## src/rtl/fir_mac_sequencer_if.sv

```systemverilog
// rtl/fir_mac_sequencer_if.sv - sample stream, coefficient and MAC bus bundle for fir_mac_sequencer
//
// Optional macro: FIR_SAT_FLAG_EN (adds m_sat and sat_cnt).
// Signals (direction as seen by the master = sequencer):
//   s_valid/s_ready/s_data   in/out/in   16-bit signed input sample stream
//   coef_addr/coef_data      out/in      coefficient ROM lookup (combinational)
//   mac_ce/mac_reload        out         MAC clock enable / accumulator reload
//   mac_a/mac_b              out         MAC sample / coefficient operands
//   mac_p                    in          MAC accumulator, signed PSIZE bits
//   m_valid/m_ready/m_data   out/in/out  16-bit signed output sample stream
//   busy                     out         sequencer not idle
//   m_sat, sat_cnt           out         clip flag and clip counter (FIR_SAT_FLAG_EN)
interface fir_mac_sequencer_if #(
    parameter int ADDR_W = 4,
    parameter int PSIZE  = 96
) ();
    logic                     s_valid;
    logic                     s_ready;
    logic signed [15:0]       s_data;
    logic [ADDR_W-1:0]        coef_addr;
    logic signed [15:0]       coef_data;
    logic                     mac_ce;
    logic                     mac_reload;
    logic signed [15:0]       mac_a;
    logic signed [15:0]       mac_b;
    logic [PSIZE-1:0]         mac_p;
    logic                     m_valid;
    logic                     m_ready;
    logic signed [15:0]       m_data;
    logic                     busy;
`ifdef FIR_SAT_FLAG_EN
    logic                     m_sat;
    logic [15:0]              sat_cnt;
`endif

    modport master (
        input  s_valid, s_data, coef_data, mac_p, m_ready,
        output s_ready, coef_addr, mac_ce, mac_reload, mac_a, mac_b,
        output m_valid, m_data, busy
`ifdef FIR_SAT_FLAG_EN
        , output m_sat, sat_cnt
`endif
    );

    modport slave (
        output s_valid, s_data, coef_data, mac_p, m_ready,
        input  s_ready, coef_addr, mac_ce, mac_reload, mac_a, mac_b,
        input  m_valid, m_data, busy
`ifdef FIR_SAT_FLAG_EN
        , input m_sat, sat_cnt
`endif
    );
endinterface

```

## src/rtl/fir_mac_sequencer.sv

```systemverilog
// rtl/fir_mac_sequencer.sv - sequences an external 16x16 MAC as a TAPS-tap FIR filter
//
// Optional macro: FIR_SAT_FLAG_EN (clip flag m_sat and saturating clip counter sat_cnt).
// Ports:
//   clk  system clock
//   rst  asynchronous active-high reset; clears FSM, pointers and the delay line
//   bus  fir_mac_sequencer_if.master: input sample stream, coefficient lookup,
//        MAC drive/result, output sample stream, busy
module fir_mac_sequencer #(
    parameter int TAPS        = 16,
    parameter int ADDR_W      = 4,
    parameter int MAC_LATENCY = 2,
    parameter int FRAC_BITS   = 15,
    parameter int PSIZE       = 96
) (
    input  logic                clk,
    input  logic                rst,
    fir_mac_sequencer_if.master bus
);
    localparam logic [1:0] S_IDLE  = 2'd0;
    localparam logic [1:0] S_RUN   = 2'd1;
    localparam logic [1:0] S_DRAIN = 2'd2;
    localparam logic [1:0] S_OUT   = 2'd3;

    localparam int DW = (MAC_LATENCY > 1) ? $clog2(MAC_LATENCY) : 1;
    localparam logic [ADDR_W-1:0] K_LAST = ADDR_W'(TAPS - 1);
    localparam logic [ADDR_W-1:0] TAPS_A = ADDR_W'(TAPS);
    localparam logic [DW-1:0]     D_LAST = DW'(MAC_LATENCY - 1);
    // Half an LSB of the output; zero when FRAC_BITS is 0.
    localparam logic signed [PSIZE:0] RND   = (PSIZE+1)'((64'd1 << FRAC_BITS) >> 1);
    localparam logic signed [PSIZE:0] MAX_V = (PSIZE+1)'(32767);
    localparam logic signed [PSIZE:0] MIN_V = (PSIZE+1)'(-32768);

    logic [1:0]         state_q, state_d;
    logic [ADDR_W-1:0]  wr_ptr_q, wr_ptr_d;
    logic [ADDR_W-1:0]  k_q, k_d;
    logic [DW-1:0]      drain_q, drain_d;
    logic               m_valid_q, m_valid_d;
    logic signed [15:0] m_data_q, m_data_d;
    logic signed [15:0] delay_q [TAPS];

    logic [ADDR_W-1:0]  rd_idx;
    logic signed [PSIZE:0] p_ext, p_rnd, p_shr;
    logic               sat_hi, sat_lo;
    logic signed [15:0] result;
    logic               accept, out_hs;

    assign accept = (state_q == S_IDLE) && bus.s_valid;
    assign out_hs = m_valid_q && bus.m_ready;

    // Newest sample first. Subtraction wraps in ADDR_W bits; adding TAPS back
    // on underflow keeps the index inside 0..TAPS-1 for non-power-of-2 TAPS.
    always_comb begin
        if (wr_ptr_q >= k_q) begin
            rd_idx = wr_ptr_q - k_q;
        end else begin
            rd_idx = wr_ptr_q - k_q + TAPS_A;
        end
    end

    // Round half up, arithmetic shift, clip to 16 bits. One guard bit above
    // PSIZE keeps the rounding add from overflowing.
    always_comb begin
        p_ext  = $signed({bus.mac_p[PSIZE-1], bus.mac_p});
        p_rnd  = p_ext + RND;
        p_shr  = p_rnd >>> FRAC_BITS;
        sat_hi = p_shr > MAX_V;
        sat_lo = p_shr < MIN_V;
        if (sat_hi) begin
            result = 16'sh7FFF;
        end else if (sat_lo) begin
            result = -16'sh8000;
        end else begin
            result = p_shr[15:0];
        end
    end

    always_comb begin
        state_d   = state_q;
        wr_ptr_d  = wr_ptr_q;
        k_d       = k_q;
        drain_d   = drain_q;
        m_valid_d = m_valid_q;
        m_data_d  = m_data_q;
        case (state_q)
            S_IDLE: begin
                if (bus.s_valid) begin
                    k_d     = '0;
                    state_d = S_RUN;
                end
            end
            S_RUN: begin
                if (k_q == K_LAST) begin
                    drain_d = '0;
                    state_d = S_DRAIN;
                end else begin
                    k_d = k_q + 1'b1;
                end
            end
            S_DRAIN: begin
                if (drain_q == D_LAST) begin
                    m_data_d  = result;
                    m_valid_d = 1'b1;
                    state_d   = S_OUT;
                end else begin
                    drain_d = drain_q + 1'b1;
                end
            end
            default: begin
                if (out_hs) begin
                    m_valid_d = 1'b0;
                    wr_ptr_d  = (wr_ptr_q == K_LAST) ? '0 : wr_ptr_q + 1'b1;
                    state_d   = S_IDLE;
                end
            end
        endcase
    end

    always_ff @(posedge clk or posedge rst) begin
        if (rst) begin
            state_q   <= S_IDLE;
            wr_ptr_q  <= '0;
            k_q       <= '0;
            drain_q   <= '0;
            m_valid_q <= 1'b0;
            m_data_q  <= '0;
        end else begin
            state_q   <= state_d;
            wr_ptr_q  <= wr_ptr_d;
            k_q       <= k_d;
            drain_q   <= drain_d;
            m_valid_q <= m_valid_d;
            m_data_q  <= m_data_d;
        end
    end

    // Delay line: a single write per accepted sample, cleared on reset so an
    // aborted run leaves no stale history behind.
    always_ff @(posedge clk or posedge rst) begin
        if (rst) begin
            for (int i = 0; i < TAPS; i++) begin
                delay_q[i] <= '0;
            end
        end else if (accept) begin
            delay_q[wr_ptr_q] <= bus.s_data;
        end
    end

`ifdef FIR_SAT_FLAG_EN
    logic        m_sat_q, m_sat_d;
    logic [15:0] sat_cnt_q, sat_cnt_d;

    always_comb begin
        m_sat_d   = m_sat_q;
        sat_cnt_d = sat_cnt_q;
        if (state_q == S_DRAIN && drain_q == D_LAST) begin
            m_sat_d = sat_hi || sat_lo;
        end
        if (out_hs && m_sat_q && sat_cnt_q != 16'hFFFF) begin
            sat_cnt_d = sat_cnt_q + 16'd1;
        end
    end

    always_ff @(posedge clk or posedge rst) begin
        if (rst) begin
            m_sat_q   <= 1'b0;
            sat_cnt_q <= '0;
        end else begin
            m_sat_q   <= m_sat_d;
            sat_cnt_q <= sat_cnt_d;
        end
    end

    assign bus.m_sat   = m_sat_q;
    assign bus.sat_cnt = sat_cnt_q;
`endif

    assign bus.s_ready    = (state_q == S_IDLE);
    assign bus.busy       = (state_q != S_IDLE);
    assign bus.mac_ce     = (state_q == S_RUN) || (state_q == S_DRAIN);
    assign bus.mac_reload = (state_q == S_RUN) && (k_q == '0);
    assign bus.coef_addr  = (state_q == S_RUN) ? k_q : '0;
    assign bus.mac_a      = (state_q == S_RUN) ? delay_q[rd_idx] : '0;
    assign bus.mac_b      = (state_q == S_RUN) ? bus.coef_data : '0;
    assign bus.m_valid    = m_valid_q;
    assign bus.m_data     = m_data_q;
endmodule

```

## src/flat_wrapper.sv

```systemverilog
// flat-port wrapper written by rule: the top's interface ports become plain ports
module fir_mac_sequencer_flat 
#(
    parameter int TAPS        = 16,
    parameter int ADDR_W      = 4,
    parameter int MAC_LATENCY = 2,
    parameter int FRAC_BITS   = 15,
    parameter int PSIZE       = 96
)
  (clk, rst, bus_s_valid, bus_s_data, bus_coef_data, bus_mac_p, bus_m_ready, bus_s_ready, bus_coef_addr, bus_mac_ce, bus_mac_reload, bus_mac_a, bus_mac_b, bus_m_valid, bus_m_data, bus_busy);
  fir_mac_sequencer_if #(.ADDR_W(ADDR_W), .PSIZE(PSIZE)) bus_i ();
  input  logic clk;
  input  logic rst;
  input wire logic [$bits(bus_i.s_valid)-1:0] bus_s_valid;
  input wire logic [$bits(bus_i.s_data)-1:0] bus_s_data;
  input wire logic [$bits(bus_i.coef_data)-1:0] bus_coef_data;
  input wire logic [$bits(bus_i.mac_p)-1:0] bus_mac_p;
  input wire logic [$bits(bus_i.m_ready)-1:0] bus_m_ready;
  output wire logic [$bits(bus_i.s_ready)-1:0] bus_s_ready;
  output wire logic [$bits(bus_i.coef_addr)-1:0] bus_coef_addr;
  output wire logic [$bits(bus_i.mac_ce)-1:0] bus_mac_ce;
  output wire logic [$bits(bus_i.mac_reload)-1:0] bus_mac_reload;
  output wire logic [$bits(bus_i.mac_a)-1:0] bus_mac_a;
  output wire logic [$bits(bus_i.mac_b)-1:0] bus_mac_b;
  output wire logic [$bits(bus_i.m_valid)-1:0] bus_m_valid;
  output wire logic [$bits(bus_i.m_data)-1:0] bus_m_data;
  output wire logic [$bits(bus_i.busy)-1:0] bus_busy;
  assign bus_i.s_valid = bus_s_valid;
  assign bus_i.s_data = bus_s_data;
  assign bus_i.coef_data = bus_coef_data;
  assign bus_i.mac_p = bus_mac_p;
  assign bus_i.m_ready = bus_m_ready;
  assign bus_s_ready = bus_i.s_ready;
  assign bus_coef_addr = bus_i.coef_addr;
  assign bus_mac_ce = bus_i.mac_ce;
  assign bus_mac_reload = bus_i.mac_reload;
  assign bus_mac_a = bus_i.mac_a;
  assign bus_mac_b = bus_i.mac_b;
  assign bus_m_valid = bus_i.m_valid;
  assign bus_m_data = bus_i.m_data;
  assign bus_busy = bus_i.busy;
  fir_mac_sequencer #(.TAPS(TAPS), .ADDR_W(ADDR_W), .MAC_LATENCY(MAC_LATENCY), .FRAC_BITS(FRAC_BITS), .PSIZE(PSIZE)) u_core (.clk(clk), .rst(rst), .bus(bus_i));
endmodule
```

## config.mk

```make
export PLATFORM = sky130hd
export DESIGN_NAME = fir_mac_sequencer_flat
export DESIGN_NICKNAME = d
export VERILOG_FILES = /design/src/rtl/fir_mac_sequencer_if.sv /design/src/rtl/fir_mac_sequencer.sv /design/src/flat_wrapper.sv
export SDC_FILE = /design/constraint.sdc
export NUM_CORES = 1
export LEC_CHECK = 0
export ABC_AREA = 1
export CORE_MARGIN = 4
export CORE_UTILIZATION = 45
export CTS_CLUSTER_DIAMETER = 200
export DETAILED_ROUTE_END_ITERATION = 7
export GPL_TIMING_DRIVEN = 0
export PLACE_DENSITY_LB_ADDON = 0.08
export SETUP_SLACK_MARGIN = 0.2
export SYNTH_ARGS = -nofsm -noshare
export SYNTH_HDL_FRONTEND = slang
export SYNTH_SLANG_ARGS = --single-unit
```

## constraint.sdc

```tcl
create_clock -name clk -period 18.4 [get_ports clk]
set_input_delay 1.84 -clock clk [delete_from_list [all_inputs] [get_ports clk]]
set_output_delay 1.84 -clock clk [all_outputs]
set_load 0.01 [all_outputs]
```

Yosys cells after proc, flatten, opt, wreduce, memory -nomap -nowiden
Index checks and enable logic that the tools add are counted.

storage, ports and cells
  register bits = 284
  RAM bits = 0
  latch bits = 0
  output and inout bits = 57
  logic and storage cells = 90
  memories = 0
  ROM bits = 0

operators by class
  add/subtract/negate cells = 5
  multipliers = 0
  shift operators = 0
  $lt $le $gt $ge = 5
  div/mod/pow operators = 0
  eq/ne operators = 8
  reduce and logical (&&, ||, !) cells = 20
  mux-type cells = 26
  bitwise logic cells = 4

operator list
  kind                                                           count
  bitwise mux 256 bit                                            1
  2-to-1 mux 16 bit                                              7
  adder 96 x 16 -> 97 bit (second input constant)                1
  > comparator 82 x 16 -> 1 bit (second input constant)          1
  less-than comparator 82 x 16 -> 1 bit (second input constant)  1
  binary-select mux 16 bit (select 4 bit)                        1
  demux 16 bit (select 4 bit)                                    1
  2-to-1 mux 4 bit                                               4
  greater-or-equal comparator 5 bit (second input constant)      2
  NOT 4 -> 5 bit                                                 2
  adder 4 x 1 -> 4 bit (second input constant)                   2
  equality test 4 bit (second input constant)                    2
  2-to-1 mux 2 bit                                               4
  case mux 4 bit (2 select lines)                                1
  nonzero test 2 bit                                             4
  case mux 2 bit (3 select lines)                                1
  AND reduction 2 bit                                            3
  AND reduction 3 bit                                            2
  less-than comparator 5 x 1 -> 1 bit (second input constant)    1
  logical AND 1 bit                                              4
  zero test 4 bit                                                1
  2-to-1 mux 1 bit                                               4
  != test 2 x 1 -> 1 bit (second input constant)                 2
  != test 2 bit (second input constant)                          2
  12 further kinds                                               14

Depth between registers and ports, before layout
Gate-level depths: netlist (run 1).

  depth after elaboration = 6
  mapped depth = 23
  gate-level depth less buffers = 22

Worst setup path before layout (run 1)
Ideal clock, no wire load.

  path type = register -> output
  start = reg u_core.wr_ptr_q[0]
  end = out bus_mac_a[0]
  stages on the path, launching flop included = 11
  buffers on the path = 2
  path slack = 14,146 ps
  arrival time = 2,414 ps
  data required time = 16,560 ps
  cells stage by stage = dfrtp_1 -> inv_1 -> ha_1 -> fa_1 -> clkbuf_1 -> buf_1 -> a21oi_1 -> a32o_1 -> nand2_1 -> o21ai_0 -> a211oi_1

on the way
  word-level cells in the longest chain between the ends = 6

RTL lines
  element                                               RTL line                                          source
  from (decl)                                           fir_mac_sequencer.sv:35                           logic [ADDR_W-1:0] wr_ptr_q, wr_ptr_d;
  from (signal assigned)                                fir_mac_sequencer.sv:129                          wr_ptr_q <= wr_ptr_d;
  subtractor 4 bit                                      fir_mac_sequencer.sv:55, fir_mac_sequencer.sv:57
  NOT 4 -> 5 bit (not written as such)                  fir_mac_sequencer.sv:183                          assign bus.mac_a = (state_q == S_RUN) ? delay_q[rd_idx] : '0;
  binary-select mux 16 bit (select 4 bit)               fir_mac_sequencer.sv:183
  2-to-1 mux 16 bit (not written as such) (2 in a row)  fir_mac_sequencer.sv:183
  2-to-1 mux 16 bit                                     fir_mac_sequencer.sv:183
  to (decl)                                             flat_wrapper.sv:23                                output wire logic [$bits(bus_i.mac_a)-1:0] bus_mac_a;

No other way between the ends. The select of a mux whose other input is x is not followed.

Worst setup path in the final report (run 1)
  start = reg u_core.wr_ptr_q[0]
  end = out bus_mac_a[2]

The elaborated chain is that of the path after synthesis.

==> results of run 1 <==
==> power breakdown <==
group | leakage (nW) | total, mW | switching (mW) | internal [mW]
clock network | 0.507 | 0.623 | 0.257 | 0.366
logic | 5.07 | 2.02 | 1.33 | 0.690
registers | 3.80 | 0.983 | 0.135 | 0.849
==> layer usage <==
metal  vias to the layer above  wire [um]
li1                       8618          -
met1                      8605      30200
met2                       745      29100
met3                       103       6150
met4                         0       1500
met5                         -          0
==> through the flow <==
stage                     instances  setup slack [ps]
after floorplan                2540              8720
after global placement         3225              5320
after detailed placement       3227             12770
after CTS                      3283             12150
after global routing           3283             11910
final                          3283             12060
==> final cells by class <==
class | count | area [um^2]
Fill cell | 3825 | 17000
Multi-Input combinational cell | 1955 | 9110
Sequential cell | 284 | 7110
Timing Repair Buffer | 176 | 1800
Clock buffer | 48 | 950
Inverter | 177 | 672
Tap cell | 511 | 639
Buffer | 124 | 493
Clock inverter | 8 | 71.3
==> flip-flops by register name, summed over array words and instances, names as in the netlist <==
| name | flops |
|---|---|
| u_core.delay_q | 256 |
| u_core.bus.m_data | 16 |
| u_core.k_q | 4 |
| u_core.wr_ptr_q | 4 |
| u_core.state_q | 2 |
| u_core.bus.m_valid | 1 |
| u_core.drain_q | 1 |
==> worst min-delay path, stage by stage, from the launching register on <==
cell and delay, ps:
dfrtp_1 340, nand2_1 50, nand2_1 50
==> path summary, 6_finish.rpt <==
path / from / endpoint / depth (start not counted)
max: u_core.wr_ptr_q[0] / bus_mac_a[2] / 10
min: u_core.bus.m_data[5] / u_core.bus.m_data[5] / 2
max reg2reg: u_core.state_q[0] / u_core.delay_q[232] / 8
min reg2reg: u_core.bus.m_data[5] / u_core.bus.m_data[5] / 2
max in group asynchronous: rst / u_core.delay_q[172] / 3
min in group asynchronous: rst / u_core.bus.m_data[0] / 2
==> cell families (layout without fill, tap and decap cells) <==
group | count (synthesis) | in the layout | synth area share [%]
xor+xnor | 20 | 20 | 1.01
simple gates | 1447 | 1447 | 34.6
compound gates | 473 | 473 | 15.7
buf+inv | 301 | 533 | 6.66
flops | 284 | 284 | 40.9
fa+ha+maj | 15 | 15 | 1.12
==> layout by cell type (no fill, tap or decap), types with 16 or more instances in the layout <==
cell type	count
nand2_1	1027
o21ai_0	293
dfrtp_1	284
nor2_1	229
clkdlybuf4s50_1	174
inv_1	173
clkbuf_1	122
a21oi_1	88
nand3_1	81
a32o_1	48
clkbuf_16	31
nand4_1	23
nand2_2	20
a32oi_1	16
a211oi_1	16
==> summary.md, run 1 <==
| Metric | Value |
|---|---|
| Run status | `finished, final reports clean` |
| Syn nets | `2687` |
| CTS tree | `done` |
| P per Cell Area | `174 mW/mm^2` |
| Part of the Yosys area used for sequential elements | `40.9%` |
| Measured slew at the worst slew-check pin | `884 ps` |
| Tmin final | `6340 ps` |
| Final ANT Viol Nets | `0` |
| FFs w/ async S/R, synth | `100%` |
| Yosys top cell by area | `dfrtp_1` |
| Initial antenna violation count | `3` |
| Post-CTS resize count | `0` |
| Final setup viols | `0` |
| Worst Setup Path Type | `register to output port` |
| Clock buffer depth | `3` |
| Max Cap Violations | `0` |
| Post-synth top cells | `nand2_1, o21ai_0, dfrtp_1` |
| # rows | `71` |
| GRT Residual Overflow | `0` |
| Synth cell types | `38` |
| Most frequent cell after synthesis | `nand2_1` |
| Area Growth Syn to Fin | `19.9%` |
| Final hold vios | `0` |
| Ys flop type | `dfrtp_1` |
| Largest cells by area after synthesis | `dfrtp_1, nand2_1, o21ai_0` |
| Cell Chain, Critical Path | `inv_1 -> ha_1 -> fa_1 -> clkbuf_1 -> buf_1 -> a21oi_1 -> a32oi_1 -> o21ai_0 -> a211oi_1 -> clkdlybuf4s50_1` |
| RSZ-0062 raised after global routing | `false` |
| Die X | `between 200 and 250 um` |
| Full die area | `0.0418 mm^2` |
| DP Area | `between 0.015 and 0.02 mm^2` |
| First-pass GRT wire length | `around 100000 um` |
| Met1 Use GR | `46.8%` |
| Chip Height | `~200 um` |
| Skew-Pair Late Insertion Delay | `a little under 600 ps` |
| First drt pass iteration count | `6` |
| GP Congestion | `0.948` |
| Overall Power | `3.63 mW` |
| Final core utilization | `55.1%` |
| Cts bufs inserted | `31` |
| GRT Overall Usage | `between 30% and 40%` |
| Mapped Area | `between 0.015 and 0.02 mm^2` |
| Startpoint types | `register` |
| GRT met2 Usage | `47.9%` |
| Final Cycle Share | `34.5%` |
| Final Instance Area | `between 0.02 and 0.025 mm^2` |
| Number of global-route vias before repair | `16900` |
| R2R Setup Slk | `about 16000 ps` |
| Core Box Area | `0.0378 mm^2` |
| Initial DRC count | `1972` |
| Crit path buf inv count | `4` |
| Worst-path clk slew | `about 60 ps` |
| Ratio of cells with drive above 1 in the final layout | `4.40%` |
| Post-synth EDFFs | `0` |
| Worst path arrival time | `between 4000 and 5000 ps` |
| Leakage dissipation | `9.38 nW` |
| Vias per cell | `about 5.5` |
| Detailed Route WL | `67000 um` |
| Initial Util | `45.9%` |
| Slew Viols, Final | `0` |
| Syn. warnings | `0` |
| Average size of a mapped cell | `a little under 7 um^2` |
| Required time of the critical path | `16560 ps` |
| Yosys reg bits | `284` |
| # IOs | `189` |
| Layout Skew | `about 14 ps` |
| Buffers on Ports | `174` |
| Setup TNS | `0 ps` |
| Sink Count | `between 200 and 300` |
| Worst slew margin | `roughly 40%` |
| VDD IR-drop max | `139 uV` |
| Post-synth top area share | `40.9%` |
| Crit. End Element | `output port` |
| Cells after synthesis | `2540` |
| Hold-fix buffers, CTS | `0` |
| Worst hold slack | `476 ps` |
| Htree depth | `1` |
| Routed WL per cell | `20.4 um` |
| CP Max Fanout | `10` |
| DR vias | `about 18000` |
| Largest net degree at the start of global routing | `110` |
| Gr busiest metal | `met2` |
| Antenna Cells | `0` |
| Met3 usage | `around 5.7%` |
| FMAX | `158 MHz` |
| Half-perimeter wire length after placement | `52800 um` |
| Post-CTS setup buffers | `0` |
| CTS Root Cell | `clkbuf_16` |
| Max incr delay on CP | `just over 600 ps` |
| Min-delay worst type | `register to register` |
| Family with the most delay on the worst path | `buffers and inverters` |
| CP max-delay cell | `clkdlybuf4s50_1` |
| Residual DRC | `0` |
| Layout net count | `2896` |
Power figures use the tool's default switching activity.
==> run 2: changes to the inputs <==
==> constraint.sdc (replaced) <==
create_clock -name clk -period 5.34 [get_ports clk]
set_input_delay 0.534 -clock clk [delete_from_list [all_inputs] [get_ports clk]]
set_output_delay 0.534 -clock clk [all_outputs]
set_load 0.01 [all_outputs]
==> run 2 against run 1 <==
Net effect:
- sequential share of layout area down 0.17 points
- core utilization increased by 0.28 points
- register-to-register slack lost 13000 ps
- critical path depth is the same
- die area unchanged
- global-route usage increased by 0.14 points
- non-clock buffer count grew 6
- highest routed layer is now met5
- critical path type unchanged
- clock skew increased by 6.9 ps
- power rose to 3.4 times the previous value
- combinational power grew to 3.4 times the previous value
==> summary.md, run 2 (same netlist as run 1, synthesis figures left out) <==
| Metric | Value |
|---|---|
| Run status | `finished, final reports clean` |
| Htree depth | `1 (unchanged)` |
| GRT Residual Overflow | `0 (unchanged)` |
| CTS tree | `done` |
| Worst-path clk slew | `60 ps (about the same)` |
| # IOs | `189 (unchanged)` |
| GP Congestion | `0.998 (+5.3%)` |
| Ratio of cells with drive above 1 in the final layout | `4.54% (+0.14 points)` |
| R2R cell count | `8 (unchanged)` |
| Final setup viols | `0 (unchanged)` |
| Top reg by flops | `u_core.delay_q` |
| DR WL met2 | `28300 um (-2.9%)` |
| Most common cell after layout, fill and taps aside | `nand2_1` |
| Skew-Pair Late Insertion Delay | `580 ps (about the same)` |
| Largest net degree at the start of global routing | `42 (-62%)` |
| Crit. End Element | `output port` |
| Final ANT Viol Nets | `0 (unchanged)` |
| Final core utilization | `55.4% (+0.28 points)` |
| R2R Setup Slk | `2810 ps (-13100 ps)` |
| CP Max Fanout | `10 (unchanged)` |
| VDD IR-drop max | `368 uV (+170%)` |
| Chip Height | `205 um (unchanged)` |
| Clock buffer depth | `3 (unchanged)` |
| Slew Viols, Final | `0 (unchanged)` |
| Max reg flops | `256 (unchanged)` |
| Min-delay worst type | `input pin to asynchronous set/reset pin` |
| Layout Skew | `21.1 ps (+6.90 ps)` |
| Worst R2R End | `u_core.delay_q[137]` |
| Worst slew margin | `43.2% (+2.1 points)` |
| Worst path arrival time | `4320 ps (-180 ps)` |
| RSZ-0062 raised after global routing | `false` |
| Residual DRC | `0 (unchanged)` |
| # placed instances | `3233 (+0.19%)` |
| # rows | `71 (unchanged)` |
| Measured slew at the worst slew-check pin | `852 ps (-31.9 ps)` |
| Met3 wire length | `6720 um (+9.4%)` |
| Leakage dissipation | `9.42 nW (+0.47%)` |
| Hold-fix buffers, CTS | `0 (unchanged)` |
| Overall Power | `12.5 mW (+240%)` |
| Final Cycle Share | `91.0%` |
| Worst R2R Start | `u_core.state_q[0]` |
| P per Cell Area | `596 mW/mm^2 (+240%)` |
| Initial Util | `45.9% (unchanged)` |
| FMAX | `206 MHz` |
| Vias per cell | `5.54 (+0.62%)` |
| Initial DRC count | `1997 (+1.3%)` |
| Cts bufs inserted | `31 (unchanged)` |
| Max Cap Violations | `0 (unchanged)` |
| Routed WL per cell | `20.4 um (-0.16%)` |
| First drt pass iteration count | `6 (unchanged)` |
| Buffers on Ports | `174 (unchanged)` |
| Tmin final | `4860 ps` |
| Post-CTS setup buffers | `0 (unchanged)` |
| Full die area | `0.0418 mm^2 (unchanged)` |
| Worst Setup Path Type | `register to output port` |
| Fin cells | `3288 (+0.15%)` |
| Max Used Layer | `met5` |
| Required time of the critical path | `4810 ps (-11750 ps)` |
| Number of global-route vias before repair | `17200 (+1.8%)` |
| Area Growth Syn to Fin | `20.5%` |
| GRT Overall Usage | `31.5% (+0.14 points)` |
| Half-perimeter wire length after placement | `53200 um (+0.71%)` |
| Layout net count | `2902 (+0.21%)` |
| First-pass GRT wire length | `102000 um (+1.1%)` |
| DR vias | `18200 (+0.77%)` |
| Sink Count | `284 (unchanged)` |
| CTS Root Cell | `clkbuf_16` |
| Die X | `205 um (unchanged)` |
| Startpoint types | `register` |
| Post-CTS resize count | `0 (unchanged)` |
| Detailed Route WL | `67000 um (about the same)` |
| Most frequent cells in the layout | `nand2_1, o21ai_0, dfrtp_1` |
| Core Box Area | `0.0378 mm^2 (unchanged)` |
| Final hold vios | `0 (unchanged)` |
| Worst hold slack | `269 ps (-208 ps)` |
| M1 WL | `30400 um (+0.47%)` |
| Initial antenna violation count | `2 (-1)` |
## run 2: changes by cell type in the layout (fill, tap and decap cells not counted)
cell / delta
buf_12: +7
clkbuf_8: -3
clkinv_2: -2
clkinv_4: +2
buf_16: -1
bufinv_16: +1
clkbuf_2: +1
diode_2: +1
inv_8: -1
## run 2: power breakdown
part / internal [mW] / switching, mW
combinational: 2.39 / 4.54
clock: 1.27 / 0.891
sequential: 2.92 / 0.478
total: 6.58 / 5.91
## run 2: metal layers
layer,vias to the layer above,global-route usage (%)
met5,-,0
met4,2,7.01
met3,107,7.00
met2,843,47.2
met1,8648,46.9
li1,8611,-
## run 2: cell type report
cell class / instances / area, um^2
Inverter: 177 / 668
Buffer: 124 / 494
Antenna cell: 1 / 2.50
Timing Repair Buffer: 182 / 1910
Clock inverter: 8 / 101
Clock buffer: 46 / 912
Sequential cell: 284 / 7110
Multi-Input combinational cell: 1955 / 9110
Fill cell: 3848 / 16900
Tap cell: 511 / 639
## run 2: worst max-delay path by stage
stage	from	endpoint
after CTS	u_core.wr_ptr_q[0]	bus_mac_a[3]
after floorplan	rst	u_core.bus.m_data[0]
final	u_core.wr_ptr_q[0]	bus_mac_a[3]
after global placement	rst	u_core.delay_q[86]
after detailed placement	u_core.wr_ptr_q[0]	bus_mac_a[3]
after global routing	u_core.wr_ptr_q[0]	bus_mac_a[1]
## run 2: per-stage QoR
| step | instance area, um^2 | TNS (ps) | setup slack [ps] |
|---|---|---|---|
| 6_report | 20900 | 0 | 483 |
| 4_1_cts | 20900 | 0 | 344 |
| 3_5_place_dp | 19900 | 0 | 997 |
| 2_1_floorplan | 17400 | 0 | 1040 |
| 3_3_place_gp | 19800 | -266850 | -984 |
| 5_1_grt | 20900 | 0 | 371 |
## run 2: worst max-delay path, stage by stage (launching register included)
cell	delay, ps
dfrtp_1	410
inv_1	130
ha_1	220
fa_1	550
clkbuf_2	320
buf_1	480
a21oi_1	100
a32oi_1	370
o21ai_0	130
a211oi_1	390
clkdlybuf4s50_1	620
==> run 3: changes to the inputs <==
--- a/config.mk
+++ b/config.mk
@@ -13,6 +13,7 @@
 export GPL_TIMING_DRIVEN = 0
 export PLACE_DENSITY_LB_ADDON = 0.08
 export SETUP_SLACK_MARGIN = 0.2
+export SLEW_MARGIN = 20
 export SYNTH_ARGS = -nofsm -noshare
 export SYNTH_HDL_FRONTEND = slang
 export SYNTH_SLANG_ARGS = --single-unit
==> run 3 against run 2 <==
Net effect:
- worst setup slack improved by 90 ps
- register-to-register slack got worse by 70 ps
- power decreased by 0.74%
- core utilization about the same
- via count decreased by 0.42%
- critical path depth unchanged
==> summary.md, run 3 (same netlist as run 1, synthesis figures left out) <==
| Metric | Value |
|---|---|
| Full die area | `0.0418 mm^2 (unchanged)` |
| VDD IR-drop max | `414 uV (+12%)` |
| Antenna Cells | `0 (-1)` |
| Setup TNS | `0 ps (unchanged)` |
| Max Cap Violations | `0 (unchanged)` |
| Area Growth Syn to Fin | `20.5% (about the same)` |
| DR vias | `18100 (-0.42%)` |
| Routed WL per cell | `20.4 um (+0.30%)` |
| Post-CTS setup buffers | `0 (unchanged)` |
| Initial DRC count | `1779 (-11%)` |
| CP Max Fanout | `10 (unchanged)` |
| Most common cell after layout, fill and taps aside | `nand2_1` |
| Run status | `finished, final reports clean` |
| Half-perimeter wire length after placement | `53400 um (+0.32%)` |
| Most frequent cells in the layout | `nand2_1, o21ai_0, dfrtp_1` |
| Clock buffer depth | `3 (unchanged)` |
| Cts bufs inserted | `31 (unchanged)` |
| Worst path arrival time | `4230 ps (-90 ps)` |
| GRT met2 Usage | `47.5% (+0.32 points)` |
| Final setup viols | `0 (unchanged)` |
| Final setup margin | `573 ps (+90.0 ps)` |
| First drt pass iteration count | `6 (unchanged)` |
| Overall Power | `12.4 mW (-0.74%)` |
| Skew-Pair Late Insertion Delay | `570 ps (about the same)` |
| Worst R2R Start | `u_core.state_q[0]` |
| RSZ-0062 raised after global routing | `false` |
| Slew Viols, Final | `0 (unchanged)` |
| CTS Root Cell | `clkbuf_16` |
| GP Congestion | `0.998 (unchanged)` |
| Met1 Use GR | `46.8% (-0.089 points)` |
| Final core utilization | `55.3% (about the same)` |
| Detailed Route WL | `67200 um (+0.30%)` |
| # IOs | `189 (unchanged)` |
| Final Instance Area | `0.0209 mm^2 (about the same)` |
| Layout Skew | `9.87 ps (-11.2 ps)` |
| Layout net count | `2904 (+0.069%)` |
| First-pass GRT wire length | `102000 um (+0.14%)` |
| Fillers | `3770 (-2.0%)` |
| Hold-fix buffers, CTS | `0 (unchanged)` |
| Multi-input logic area | `0.00911 mm^2 (unchanged)` |
| Chip Height | `205 um (unchanged)` |
| Initial Util | `45.9% (unchanged)` |
| GRT Residual Overflow | `0 (unchanged)` |
| FMAX | `210 MHz (+1.9%)` |
| Gr busiest metal | `met2` |
| Worst slew margin | `43.5% (+0.36 points)` |
| Startpoint types | `register` |
| Tmin final | `4770 ps (-90.0 ps)` |
| Sequential Area | `0.00711 mm^2 (unchanged)` |
| Max reg flops | `256 (unchanged)` |
| Top reg by flops | `u_core.delay_q` |
| Vias per cell | `5.52 (-0.42%)` |
| Buffers on Ports | `174 (unchanged)` |
| Crit. End Element | `output port` |
| Sink Count | `284 (unchanged)` |
| Die X | `205 um (unchanged)` |
| R2R cell count | `8 (unchanged)` |
| Min-delay worst type | `input pin to asynchronous set/reset pin` |
| Worst-path clk slew | `60 ps (about the same)` |
| Residual DRC | `0 (unchanged)` |
| Required time of the critical path | `4810 ps (about the same)` |
| Largest net degree at the start of global routing | `36 (-14%)` |
| Final hold vios | `0 (unchanged)` |
| Measured slew at the worst slew-check pin | `847 ps (-5.46 ps)` |
| Initial antenna violation count | `0 (-2)` |
| Met3 usage | `7.14% (+0.14 points)` |
| Final ANT Viol Nets | `0 (unchanged)` |
| R2R Setup Slk | `2740 ps (-70 ps)` |
| Ratio of cells with drive above 1 in the final layout | `4.72% (+0.18 points)` |
| DP Area | `0.0200 mm^2 (+0.24%)` |
| Worst Setup Path Type | `register to output port` |
| Pre-CTS WS | `1010 ps (+8.63 ps)` |
| GRT Overall Usage | `31.6% (+0.13 points)` |
| Leakage dissipation | `9.43 nW (about the same)` |
| # rows | `71 (unchanged)` |
| Worst R2R End | `u_core.delay_q[139]` |
| P per Cell Area | `592 mW/mm^2 (-0.73%)` |
| Number of global-route vias before repair | `17300 (+1.0%)` |
| Htree depth | `1 (unchanged)` |
| Final Cycle Share | `89.3% (-1.7 points)` |
| CTS tree | `done` |
| Core Box Area | `0.0378 mm^2 (unchanged)` |
run 3: cell types whose count changed in the layout (fill, tap and decap cells not counted):
cell | before | now
buf_16 | 1 | 2
clkbuf_1 | 122 | 118
bufinv_16 | 2 | 1
clkinv_2 | 3 | 11
diode_2 | 1 | 0
buf_12 | 8 | 9
clkinv_4 | 2 | 0
inv_6 | 1 | 0
clkinvlp_4 | 1 | 2
clkbuf_8 | 8 | 5
clkinv_8 | 0 | 1
run 3: worst max-delay path by stage:
stage / from / end / slack, ps / cells past startpoint
final: u_core.wr_ptr_q[0] / bus_mac_a[3] / 570 / 10
after global routing: u_core.wr_ptr_q[0] / bus_mac_a[1] / 300 / 11
after CTS: u_core.wr_ptr_q[0] / bus_mac_a[3] / 380 / 10
after detailed placement: u_core.wr_ptr_q[0] / bus_mac_a[3] / 1010 / 10
after global placement: rst / u_core.delay_q[86] / -980 / 2
after floorplan: rst / u_core.bus.m_data[0] / 1040 / 1
run 3: area by class of cell:
| class | count | area share (%) |
|---|---|---|
| Sequential cell | 284 | 33.9 |
| Clock buffer | 39 | 4.09 |
| Multi-Input combinational cell | 1955 | 43.5 |
| Timing Repair Buffer | 184 | 9.34 |
| Clock inverter | 14 | 0.520 |
| Inverter | 177 | 3.19 |
| Buffer | 124 | 2.36 |
| Tap cell | 511 | 3.05 |
run 3: report_power, final:
group          internal, mW  total (mW)  switching, mW
registers              2.92        3.41          0.487
logic                  2.39        6.92           4.53
clock network          1.17        2.06          0.891
total                  6.49        12.4           5.91
run 3: metal layers:
| metal | routed length [um] | vias up |
|---|---|---|
| li1 | - | 8642 |
| met1 | 30800 | 8598 |
| met2 | 28400 | 787 |
| met3 | 6240 | 108 |
| met4 | 1670 | 0 |
| met5 | 0 | - |
run 3: worst max-delay path, stage by stage, from the launching register on:
cell             delay, ps
dfrtp_1                410
inv_1                  120
ha_1                   220
fa_1                   540
clkbuf_2               310
buf_1                  470
a21oi_1                110
a32oi_1                340
o21ai_0                130
a211oi_1               380
clkdlybuf4s50_1        620
run 3: what timing repair did:
action,in CTS,in global routing
endpoints found under the hold margin,0,0
setup endpoints to repair,0,2
gates resized for setup,0,2
run 3: per-stage QoR:
step	cells	hold slack, ps
3_5_place_dp	3235	465
4_1_cts	3288	248
5_1_grt	3288	279
3_3_place_gp	3225	465
2_1_floorplan	2540	453
6_report	3288	261
